--- src/rtl/core_pkg.sv ---
// core_pkg: shared widths, ALU control codes, alu_op encodings and ALU-control decode
package core_pkg;
    localparam int XLEN = 64;
    localparam int RA_W = 5;
    localparam logic [3:0] ALU_AND = 4'b0000;
    localparam logic [3:0] ALU_OR  = 4'b0001;
    localparam logic [3:0] ALU_ADD = 4'b0010;
    localparam logic [3:0] ALU_SUB = 4'b0110;
    localparam logic [1:0] AOP_ADD   = 2'b00;
    localparam logic [1:0] AOP_SUB   = 2'b01;
    localparam logic [1:0] AOP_FUNCT = 2'b10;

    // Immediate forms never subtract: bit 30 is part of the immediate there.
    function automatic logic [3:0] alu_decode(input logic [1:0] op, input logic [2:0] f3,
                                              input logic f7b5, input logic alu_src);
        return op == AOP_SUB   ? ALU_SUB :
               op != AOP_FUNCT ? ALU_ADD :
               f3 == 3'b111    ? ALU_AND :
               f3 == 3'b110    ? ALU_OR  :
               (f3 == 3'b000 && f7b5 && !alu_src) ? ALU_SUB : ALU_ADD;
    endfunction
endpackage

--- src/rtl/id_ex_stage_fwd_mux.sv ---
// fwd_mux: picks EX/MEM, then MEM/WB, then register-file data for one source; x0 never forwarded
module fwd_mux
    import core_pkg::*;
(
    input  logic [RA_W-1:0] src,
    input  logic [XLEN-1:0] reg_data,
    input  logic            exm_reg_write,
    input  logic [RA_W-1:0] exm_rd,
    input  logic [XLEN-1:0] exm_result,
    input  logic            mwb_reg_write,
    input  logic [RA_W-1:0] mwb_rd,
    input  logic [XLEN-1:0] mwb_result,
    output logic [XLEN-1:0] data
);
    assign data = (exm_reg_write && exm_rd != '0 && exm_rd == src) ? exm_result :
                  (mwb_reg_write && mwb_rd != '0 && mwb_rd == src) ? mwb_result : reg_data;
endmodule

--- src/rtl/id_ex_stage.sv ---
// id_ex_stage: ID/EX register with forwarding and ALU-control decode; ID_EX_PERF_CNT_EN adds bubble/stall counters
module id_ex_stage
    import core_pkg::*;
(
    input  logic            clk,
    input  logic            reset,
    input  logic            stall,
    input  logic            flush,
    input  logic            id_valid,
    input  logic [XLEN-1:0] id_rs1_data,
    input  logic [XLEN-1:0] id_rs2_data,
    input  logic [XLEN-1:0] id_imm,
    input  logic [RA_W-1:0] id_rs1,
    input  logic [RA_W-1:0] id_rs2,
    input  logic [RA_W-1:0] id_rd,
    input  logic            id_alu_src,
    input  logic [1:0]      id_alu_op,
    input  logic [2:0]      id_funct3,
    input  logic            id_funct7b5,
    input  logic            id_mem_read,
    input  logic            id_mem_write,
    input  logic            id_reg_write,
    input  logic            id_mem_to_reg,
    input  logic            id_branch,
    input  logic            exm_reg_write,
    input  logic [RA_W-1:0] exm_rd,
    input  logic [XLEN-1:0] exm_result,
    input  logic            mwb_reg_write,
    input  logic [RA_W-1:0] mwb_rd,
    input  logic [XLEN-1:0] mwb_result,
    output logic [XLEN-1:0] ex_a,
    output logic [XLEN-1:0] ex_b,
    output logic [3:0]      ex_alu_ctl,
    output logic [XLEN-1:0] ex_store_data,
    output logic [RA_W-1:0] ex_rd,
`ifdef ID_EX_PERF_CNT_EN
    output logic [31:0]     bubble_cnt,
    output logic [31:0]     stall_cnt,
`endif
    output logic            ex_valid,
    output logic            ex_mem_read,
    output logic            ex_mem_write,
    output logic            ex_reg_write,
    output logic            ex_mem_to_reg,
    output logic            ex_branch
);
    logic [XLEN-1:0] rs1_data, rs2_data, imm, fwd1, fwd2;
    logic [RA_W-1:0] rs1, rs2;
    logic [1:0]      alu_op;
    logic [2:0]      funct3;
    logic            alu_src, funct7b5, valid, mem_read, mem_write, reg_write, mem_to_reg, branch;

    // Flush loads data like a normal cycle but forces valid and controls to 0.
    always_ff @(posedge clk) begin
        if (reset) begin
            {rs1_data, rs2_data, imm, rs1, rs2, ex_rd} <= '0;
            {alu_src, alu_op, funct3, funct7b5} <= '0;
            {valid, mem_read, mem_write, reg_write, mem_to_reg, branch} <= '0;
        end else if (flush || !stall) begin
            {rs1_data, rs2_data, imm} <= {id_rs1_data, id_rs2_data, id_imm};
            {rs1, rs2, ex_rd} <= {id_rs1, id_rs2, id_rd};
            {alu_src, alu_op, funct3, funct7b5} <= {id_alu_src, id_alu_op, id_funct3, id_funct7b5};
            valid <= id_valid && !flush;
            mem_read <= id_mem_read && !flush;
            mem_write <= id_mem_write && !flush;
            reg_write <= id_reg_write && !flush;
            mem_to_reg <= id_mem_to_reg && !flush;
            branch <= id_branch && !flush;
        end
    end

`ifdef ID_EX_PERF_CNT_EN
    always_ff @(posedge clk) begin
        if (reset) begin
            bubble_cnt <= '0;
            stall_cnt <= '0;
        end else begin
            if (flush && bubble_cnt != '1) bubble_cnt <= bubble_cnt + 32'd1;
            if (stall && !flush && stall_cnt != '1) stall_cnt <= stall_cnt + 32'd1;
        end
    end
`endif

    fwd_mux u_fwd1 (
        .src(rs1), .reg_data(rs1_data),
        .exm_reg_write(exm_reg_write), .exm_rd(exm_rd), .exm_result(exm_result),
        .mwb_reg_write(mwb_reg_write), .mwb_rd(mwb_rd), .mwb_result(mwb_result),
        .data(fwd1)
    );

    fwd_mux u_fwd2 (
        .src(rs2), .reg_data(rs2_data),
        .exm_reg_write(exm_reg_write), .exm_rd(exm_rd), .exm_result(exm_result),
        .mwb_reg_write(mwb_reg_write), .mwb_rd(mwb_rd), .mwb_result(mwb_result),
        .data(fwd2)
    );

    assign ex_a = fwd1;
    assign ex_store_data = fwd2;
    assign ex_b = alu_src ? imm : fwd2;
    assign ex_alu_ctl = alu_decode(alu_op, funct3, funct7b5, alu_src);
    assign ex_valid = valid;
    assign ex_mem_read = mem_read && valid;
    assign ex_mem_write = mem_write && valid;
    assign ex_reg_write = reg_write && valid;
    assign ex_mem_to_reg = mem_to_reg && valid;
    assign ex_branch = branch && valid;
endmodule

--- config.mk ---
export PLATFORM = sky130hd
export DESIGN_NAME = id_ex_stage
export DESIGN_NICKNAME = d
export VERILOG_FILES = /design/src/rtl/core_pkg.sv /design/src/rtl/id_ex_stage_fwd_mux.sv /design/src/rtl/id_ex_stage.sv
export SDC_FILE = /design/constraint.sdc
export NUM_CORES = 1
export LEC_CHECK = 0
export CAP_MARGIN = 10
export CELL_PAD_IN_SITES_DETAIL_PLACEMENT = 2
export CELL_PAD_IN_SITES_GLOBAL_PLACEMENT = 2
export CORE_ASPECT_RATIO = 0.8
export CORE_MARGIN = 2
export CORE_UTILIZATION = 21
export CTS_CLUSTER_SIZE = 10
export DETAILED_ROUTE_END_ITERATION = 7
export MAX_ROUTING_LAYER = met4
export PLACE_DENSITY = 0.86
export SLEW_MARGIN = 20
export SYNTH_ARGS = -nofsm -noshare
export SYNTH_HDL_FRONTEND = slang
export SYNTH_SLANG_ARGS = --single-unit
export TNS_END_PERCENT = 100
--- constraint.sdc ---
create_clock -name clk -period 2.9 [get_ports clk]
set_input_delay 0.435 -clock clk [delete_from_list [all_inputs] [get_ports clk]]
set_output_delay 0.435 -clock clk [all_outputs]
set_load 0.02 [all_outputs]
==> out/qor.csv, run 1 <==
stage,metric,value,unit
run_status,outcome,finished with violations,
run_status,violations,negative setup slack,
timing,clock.fmax,308,MHz
final_layout,drive_above_1_share,34.1,%
cts,cts-root-buf,clkbuf_16,
floorplan,die_width,268,um
logic_synthesis,syn_area_per_cell,7.14,um2
cts,htree_levels,1,
timing,setup_slack,-0.346,ns
logic_synthesis,synth_top_cell_by_area,dfxtp_1,
logic_synthesis,synth-adder-area-share,0,%
global_route,antenna_found_initial,28,
logic_synthesis,synth_top_family_by_area,simple AND/OR/NAND/NOR gates,
cts,cts_tree,yes,
timing,tightest_slew,0.744,ns
place,postPlaceCellArea,18900,um2
place,numPortBuffers,569,
logic_synthesis,synth_most_common_cell,nand2_1,
timing,relSlewSlack,50.4,%
setup_path,crit_type,in2out,
cts,clkLatencyLatePin,0.54,ns
floorplan,rows,77,
cts,hold_buffers,0,
place,dp_hpwl,53100,um
timing,finClkSkew,0,ns
logic_synthesis,synthTopCellsByArea,"dfxtp_1, nand2_1, a21oi_1",
route,drt_first_iter_violations,1021,
final_layout,layout.cells.non_filler,3128,
logic_synthesis,synth_simple_gate_area_share,22.0,%
timing,hold_viol,0,
route,vias_per_cell,5.41,
logic_synthesis,synth-seq-area-share,37.5,%
power,powerDensity,414,nW/um2
place,dp.cells,2943,
logic_synthesis,synth_xor_area_share,1.49,%
cts,cts.sinks,220,
setup_path,cp-end-kind,output pin,
cts,numCtsBuffers,27,
logic_synthesis,syn_nets,2009,
logic_synthesis,synthMuxAreaShare,11.4,%
power,switchingPower,3430,uW
route,route.vias.total,16910,
floorplan,die_y,215,um
power,power_frac_comb,33.2,%
setup_path,slowest_stage,or4_4,
route,finalWirelength,103000,um
place,gp_congestion,0.871,
setup_path,r2r_cells,3,
timing,setup_viol,166,
global_route,grt_max_degree,86,
floorplan,coreArea,55300,um2
power,p_int,6500,uW
power,swShare,34.6,%
logic_synthesis,synth_compound_area_share,19.6,%
setup_path,path_cells,"buf_8, or4_4, o21a_1, and4_4, buf_12, buf_12, buf_16, buf_8, mux2i_4, a221oi_4, buf_6",
logic_synthesis,synth_cell_types,30,
route,wl_per_cell,32.9,um
power,ir_worst_vdd,346,uV
logic_synthesis,synthArstFlopShare,0,%
global_route,grt_pass1_vias,17983,
route,firstDrtPassIters,5,
final_layout,fin_util,43.4,%
timing,tns,-21.24,ns
logic_synthesis,yosys_warnings,0,
timing,min_period,3.25,ns
logic_synthesis,synth_top_area_share,37.5,%
power,p_leak,0.00915,uW
floorplan,die_area,57800,um2
timing,finalCritPeriodShare,112,%
logic_synthesis,synth_commonest_cells,"nand2_1, a21oi_1, dfxtp_1",
floorplan,start_util,21.2,%
final_layout,nets,2706,
min_path,min_path_cells,2,
logic_synthesis,synth_ff_type,dfxtp_1,
setup_path,cp.required,2.47,ns
setup_path,arrival,2.81,ns
power,pwr-share-seq,34.5,%
timing,maxSlewViolCount,0,
timing,holdWs,0.399,ns
setup_path,start_kind,input pin,
setup_path,cp_slowest_stage_delay,0.55,ns
global_route,overflow,0,
logic_synthesis,syn_area,11700,um2
floorplan,ios,571,
logic_synthesis,synth_edf_count,0,
global_route,grt_usage,30.4,%
route,drc,0,
power,p_clk_share,32.3,%
logic_synthesis,ys_ff_latch,220,
job,max_cap_violations,0,
cts,clk_pin_slew_worst_paths,0.07,ns
final_layout,postLayoutCellArea,24000,um2
global_route,grt_pass1_wl,127000,um
setup_path,crit_fanout,7,
cts,ctsLongestPathBuffers,3,
final_layout,syn_to_final_growth,104,%
min_path,min_path_type,in2reg,
route,ant_nets,0,
timing,rsz0062_at_grt,true,
logic_synthesis,syn_inst,1645,
[per-stage QoR]
| step | worst slack (ns) | total power, uW |
|---|---|---|
| finish | -0.346 | 9930 |
| floorplan | 0.173 | 4390 |
| CTS | -0.235 | 9470 |
| detailed placement | -0.923 | 5940 |
| global placement | -0.827 | 5860 |
| global route | -0.371 | 10200 |
[path summary, 6_finish.rpt]
path                                start        end  slack, ns
worst min register to register    imm[29]    imm[29]       0.46
worst max register to register    alu_src    alu_src       1.54
worst min-delay path                reset  funct3[0]       0.40
worst max-delay path            mwb_rd[0]   ex_b[52]      -0.35
[power groups by stage]
stage	clock network [uW]	registers, uW	logic, uW
2_1_floorplan	0	3350	1030
3_3_place_gp	0	3400	2460
3_5_place_dp	0	3410	2530
4_1_cts	3220	3380	2880
5_1_grt	3370	3430	3400
6_report	3210	3430	3290
[layer usage]
| layer | routed length (um) | GRT usage [%] |
|---|---|---|
| met1 | 36100 | 32.2 |
| met2 | 50000 | 53.3 |
| met3 | 8500 | 6.72 |
| met4 | 8410 | 15.1 |
| met5 | 0 | - |
[cell usage in the layout, fill, tap and decap left out, types with 6 or more instances in the layout]
cell	synthesis	layout
buf_2	16	28
a221oi_2	0	54
buf_4	15	200
a221oi_4	0	10
o21ai_1	17	41
dfxtp_2	0	7
o21ai_2	0	21
a21oi_2	0	27
nor3_4	0	15
a21oi_1	278	235
xor2_1	14	11
mux2i_4	0	79
buf_6	9	117
nand2_1	492	492
a21oi_4	0	16
clkbuf_1	100	6
buf_16	0	17
buf_8	0	18
nor3_1	68	16
dfxtp_1	220	211
diode_2	0	26
clkdlybuf4s50_1	0	366
nor2_2	0	7
buf_12	0	59
nor2_4	0	10
clkbuf_16	0	31
mux2i_2	0	24
inv_1	65	65
xnor2_1	6	6
mux2i_1	134	31
nor3_2	0	37
nor2_1	73	56
[cell families (layout without fill, tap and decap cells)]
kind of cell / Yosys count / after routing
simple gates: 650 / 650
xor+xnor: 20 / 20
other cells: 1 / 27
buf+inv: 210 / 917
compound gates: 410 / 410
mux: 134 / 134
flops: 220 / 220
[critical path: cells and delay by family]
kind | cells | cell delay [ns]
buf+inv | 6 | 0.82
simple gates | 2 | 0.76
compound gates | 2 | 0.56
mux | 1 | 0.21
[timing repair]
| item | 4_1_cts | 5_1_grt |
|---|---|---|
| endpoints found under the hold margin | 0 | 0 |
| pin swaps | 62 | 93 |
| endpoints found under the setup margin | 192 | 193 |
| resized for setup | 1429 | 318 |
| cloned | 23 | 5 |
| setup buffers | 69 | 43 |
[final cells by class]
cell class / count / area, um2
antenna: 26 / 65.1
tap: 750 / 938
multi-input combinational: 1215 / 8890
clock buffer: 36 / 739
fill: 5862 / 31300
clock inverter: 3 / 15.0
inverter: 65 / 244
timing repair buffer: 813 / 8680
sequential: 220 / 4420
Note: power is estimated with default switching activity, not from simulation.
==> inputs of run 2 (changes only) <==
- clock period: 2.9 -> 3.6 ns (I/O delays scaled with it)
==> run 2 against run 1 <==
  * Clock power fell by 13%
  * Hold slack improved by 0.023 ns
  * The run still ends with negative setup slack left
  * Core utilization fell by 7.9 points
  * Clock-buffer cell count rose by 7
  * Non-clock buffer count fell by 138
  * Largest power group is now the clock network
  * Design area fell by 18%
  * Via count fell by 14%
==> out/qor.csv, run 2 (same netlist as run 1, synthesis figures left out) <==
stage,metric,value,unit
run_status,outcome,finished with violations,
run_status,violations,negative setup slack,
power,ir_worst_vdd,277,uV
floorplan,coreArea,55300,um2
route,drc,0,
power,p_int,5120,uW
setup_path,cp.required,3.06,ns
floorplan,die_y,215,um
job,max_cap_violations,0,
timing,finClkSkew,0,ns
route,ant_nets,0,
timing,setup_viol,1,
final_layout,multiInputGateArea,6610,um2
setup_path,path_cells,"clkdlybuf4s50_1, or4_1, o21a_1, and4_4, buf_12, buf_12, mux2i_1, buf_4, a21oi_1, clkdlybuf4s15_2",
final_layout,layout_commonest_cell,nand2_1,
cts,cts_tree,yes,
floorplan,rows,77,
floorplan,start_util,21.2,%
global_route,antenna_found_initial,28,
cts,hold_buffers,0,
global_route,overflow,0,
cts,clkLatencyLatePin,0.56,ns
timing,clock.fmax,276,MHz
timing,maxSlewViolCount,0,
floorplan,die_area,57800,um2
final_layout,drive_above_1_share,11.9,%
timing,hold_viol,0,
place,gp_congestion,0.871,
route,drt_first_iter_violations,505,
route,route.vias.total,14481,
timing,tns,-0.0234,ns
setup_path,crit_type,in2out,
power,powerDensity,378,nW/um2
final_layout,final_cell_mix,"nand2_1, clkdlybuf4s50_1, a21oi_1",
global_route,grt_usage,23.4,%
global_route,grt_pass1_wl,100000,um
setup_path,cp_slowest_stage_delay,0.52,ns
power,power_frac_comb,25.7,%
setup_path,arrival,3.08,ns
final_layout,fin_util,35.5,%
timing,setup_slack,-0.0234,ns
timing,min_period,3.62,ns
global_route,grt_max_degree,113,
power,p_leak,0.00780,uW
floorplan,die_width,268,um
setup_path,start_kind,input pin,
final_layout,fillers,6355,
setup_path,cp_top_family,buffers and inverters,
power,pwr-share-seq,36.5,%
timing,finalCritPeriodShare,101,%
min_path,min_path_type,in2reg,
timing,tightest_slew,0.626,ns
power,swShare,31.0,%
cts,clk_pin_slew_worst_paths,0.06,ns
route,finalWirelength,69500,um
cts,htree_levels,1,
cts,cts-root-buf,clkbuf_16,
cts,numCtsBuffers,28,
final_layout,nets,2569,
global_route,grt_pass1_vias,15964,
final_layout,ff_latch_area,4410,um2
setup_path,path_common_cell,buf_12,
power,p_clk_share,37.8,%
timing,relSlewSlack,58.2,%
route,vias_per_cell,4.83,
floorplan,ios,571,
power,switchingPower,2300,uW
route,firstDrtPassIters,5,
setup_path,crit_buf_inv,5,
cts,ctsLongestPathBuffers,3,
route,wl_per_cell,23.2,um
cts,cts.sinks,220,
final_layout,syn_to_final_growth,67.4,%
setup_path,cp-end-kind,output pin,
timing,rsz0062_at_grt,true,
place,numPortBuffers,569,
setup_path,slowest_stage,or4_1,
setup_path,crit_fanout,26,
place,dp_hpwl,52100,um
run 2: timing repair:
action | 4_1_cts | 5_1_grt
setup buffers | 1 | 3
pin swaps | 1 | 3
gates resized for setup | 331 | 130
endpoints found under the setup margin | 175 | 106
cloned | 2 | 0
run 2: power groups by stage:
stage / combinational (uW) / clock, uW / sequential [uW]
finish: 1910 / 2800 / 2700
global route: 2040 / 2990 / 2720
global placement: 1940 / 0 / 2740
detailed placement: 2000 / 0 / 2750
CTS: 1920 / 2890 / 2700
floorplan: 831 / 0 / 2700
run 2: final cells by class:
cell class,count,area share [%]
multi-input combinational,1215,33.6
timing repair buffer,675,33.1
sequential,220,22.4
tap,750,4.78
clock buffer,43,4.27
inverter,65,1.24
antenna,28,0.357
clock inverter,3,0.204
run 2: path summary, 6_finish.rpt:
check             slack, ns       from  cells after the start                 to
setup / recovery      -0.02  mwb_rd[0]                     10  ex_store_data[41]
hold / removal         0.42      reset                      2           ex_rd[3]
setup reg to reg       2.24    alu_src                      3            alu_src
hold reg to reg        0.45     imm[6]                      2             imm[6]
run 2: worst register-to-register path: cells and delay by family (launching register included):
family	cells	cell delay, ns
buffers and inverters	1	0.32
AO/OA/AOI/OAI	1	0.14
AND/OR/NAND/NOR	1	0.10
flip-flops	1	0.71
run 2: per-stage QoR:
stage	power (uW)	instance area (um2)	std cells	worst slack (ns)	hold WS [ns]
after floorplan	3530	11700	1645	0.663	0.431
after global placement	4680	18700	2919	-0.326	0.437
after detailed placement	4750	18700	2919	-0.398	0.449
after CTS	7520	19600	2968	-0.0216	0.398
after global routing	7750	19600	2998	-0.0824	0.446
final	7420	19600	2999	-0.0234	0.422
run 2: per-layer routing:
metal	vias up	share of wire (%)	routed length (um)	GRT usage, %
met2	513	50	34900	40.8
met5	-	0	0	-
met1	7162	40	27600	25.5
met4	0	3.4	2400	9.02
li1	6701	-	-	-
met3	105	6.7	4640	5.75
==> inputs of run 3 (changes only) <==
- CORE_MARGIN: 2 -> 5
==> run 3 against run 2 <==
  * The run now ends clean
  * Sequential cell count is the same
  * Register-to-register slack improved by 0.12 ns
  * Cell count increased by 1.4%
  * Critical path type unchanged
  * Combinational power grew 5%
  * Worst setup slack improved by 0.048 ns
  * Routed wire length increased by 5.4%
==> out/qor.csv, run 3 (same netlist as run 1, synthesis figures left out) <==
stage,metric,value,unit
timing,finClkSkew,0,ns
min_path,min_path_type,reg2reg,
route,finalWirelength,73200,um
timing,setup_viol,0,
final_layout,final_cell_mix,"nand2_1, clkdlybuf4s50_1, a21oi_1",
final_layout,layout_commonest_cell,nand2_1,
cts,htree_levels,1,
power,power_frac_comb,26.7,%
route,firstDrtPassIters,4,
place,dp_hpwl,55000,um
cts,cts-root-buf,clkbuf_16,
floorplan,die_area,60800,um2
timing,maxSlewViolCount,0,
route,wl_per_cell,24.1,um
route,vias_per_cell,4.80,
setup_path,crit_start,exm_rd[2],
place,numPortBuffers,569,
floorplan,die_width,274,um
power,p_leak,0.00800,uW
cts,cts_tree,yes,
cts,clk_pin_slew_worst_paths,0.06,ns
setup_path,cp-end-kind,output pin,
route,drt_first_iter_violations,586,
setup_path,path_cells,"clkdlybuf4s50_1, or4_1, o21a_2, nand3_4, buf_12, buf_4, nor3_1, a221oi_1, clkdlybuf4s15_2",
final_layout,syn_to_final_growth,71.2,%
global_route,grt_pass1_wl,106000,um
floorplan,coreArea,55300,um2
setup_path,r2r_slack,2.36,ns
global_route,grt_max_degree,111,
floorplan,die_y,221,um
place,gp_congestion,0.921,
place,preCtsSetupSlack,-0.431,ns
cts,numCtsBuffers,29,
final_layout,nets,2615,
floorplan,rows,77,
setup_path,crit_fanout,22,
final_layout,layout.cells.non_filler,3042,
job,max_cap_violations,0,
setup_path,arrival,3.04,ns
power,pwr-share-seq,35.9,%
power,p_int,5190,uW
cts,hold_buffers,0,
final_layout,postLayoutCellArea,20100,um2
run_status,outcome,finished clean,
timing,hold_viol,0,
floorplan,start_util,21.2,%
setup_path,crit_path_end,ex_b[42],
timing,clock.fmax,280,MHz
cts,ctsLongestPathBuffers,3,
setup_path,cp.required,3.06,ns
power,switchingPower,2360,uW
power,powerDensity,376,nW/um2
global_route,overflow,0,
power,ir_worst_vdd,284,uV
floorplan,ios,571,
setup_path,crit_type,in2out,
power,swShare,31.3,%
final_layout,drive_above_1_share,16.6,%
route,ant_nets,0,
cts,clkLatencyLatePin,0.55,ns
cts,cts.sinks,220,
place,postPlaceCellArea,19100,um2
power,p_clk_share,37.4,%
route,route.vias.total,14601,
global_route,antenna_found_initial,20,
setup_path,start_kind,input pin,
timing,setup_slack,0.0245,ns
timing,tightest_slew,0.829,ns
timing,finalCritPeriodShare,99.3,%
global_route,grt_usage,23.3,%
place,dp.cells,2955,
setup_path,slowest_stage,or4_1,
global_route,grt_pass1_vias,16613,
setup_path,worstReg2RegStart,alu_src,
timing,min_period,3.58,ns
setup_path,r2r_cells,2,
timing,relSlewSlack,44.7,%
setup_path,worstReg2RegEnd,alu_src,
setup_path,cp_slowest_stage_delay,0.54,ns
timing,rsz0062_at_grt,true,
route,drc,0,
run 3: changes by cell type in the layout (fill, tap and decap cells not counted), moves of 9 or more:
cell / before / now
buf_4: 91 / 150
a221oi_1: 50 / 34
buf_12: 20 / 31
clkdlybuf4s15_1: 18 / 1
a21oi_1: 278 / 269
clkdlybuf4s15_2: 26 / 13
clkbuf_2: 35 / 50
a221oi_2: 14 / 30
run 3: layout make-up:
cell class | instances | area (um2)
Clock inverter | 5 | 52.6
Clock buffer | 45 | 846
Timing Repair Buffer | 719 | 6770
Tap cell | 750 | 938
Antenna cell | 22 | 55.1
Sequential cell | 220 | 4410
Inverter | 65 | 244
Fill cell | 6352 | 35200
Multi-Input combinational cell | 1216 | 6790
run 3: worst max-delay path: cells and delay by family:
kind	cells	cell delay (ns)
buffers and inverters	4	1.16
AOI/OAI and AO/OA	2	0.61
and+or+nand+nor	3	0.70
run 3: stage by stage:
step | TNS, ns | util [%] | total power [uW] | hold WS [ns]
floorplan | 0 | - | 3530 | 0.431
global placement | -28.63 | 34.5 | 4770 | 0.437
detailed placement | -41.97 | 34.5 | 4830 | 0.448
CTS | -0.796 | 36.2 | 7630 | 0.456
global route | -0.155 | 36.3 | 7900 | 0.469
finish | 0 | 36.3 | 7550 | 0.452
run 3: timing repair:
action,in CTS,in global routing
pin swaps,3,6
gates cloned,2,0
gates resized for setup,404,192
setup endpoints to repair,186,119
setup buffers,4,10
run 3: worst min path at each step:
| stage | depth (start not counted) | endpoint | slack, ns | startpoint |
|---|---|---|---|---|
| global placement | 2 | rs1_data[1] | 0.44 | rs1_data[1] |
| detailed placement | 2 | rs1_data[1] | 0.45 | rs1_data[1] |
| global route | 2 | rs1_data[10] | 0.47 | rs1_data[10] |
| floorplan | 2 | rs1_data[0] | 0.43 | rs1_data[0] |
| CTS | 2 | rs1_data[10] | 0.46 | rs1_data[10] |
| finish | 2 | ex_rd[1] | 0.45 | ex_rd[1] |
run 3: power groups by stage:
stage / clock network, uW / logic (uW) / registers (uW)
floorplan: 0 / 831 / 2700
global placement: 0 / 2020 / 2750
detailed placement: 0 / 2070 / 2760
CTS: 2920 / 2000 / 2710
global route: 3030 / 2140 / 2730
finish: 2830 / 2010 / 2710
run 3: per-layer routing:
metal / vias to the layer above / wire, um / part of all wire [%] / track usage [%]
met3: 123 / 5770 / 7.9 / 7.20
met5: - / 0 / 0 / -
met4: 0 / 2280 / 3.1 / 6.88
met1: 7199 / 28800 / 39 / 25.4
li1: 6789 / - / - / -
met2: 490 / 36300 / 50 / 40.7
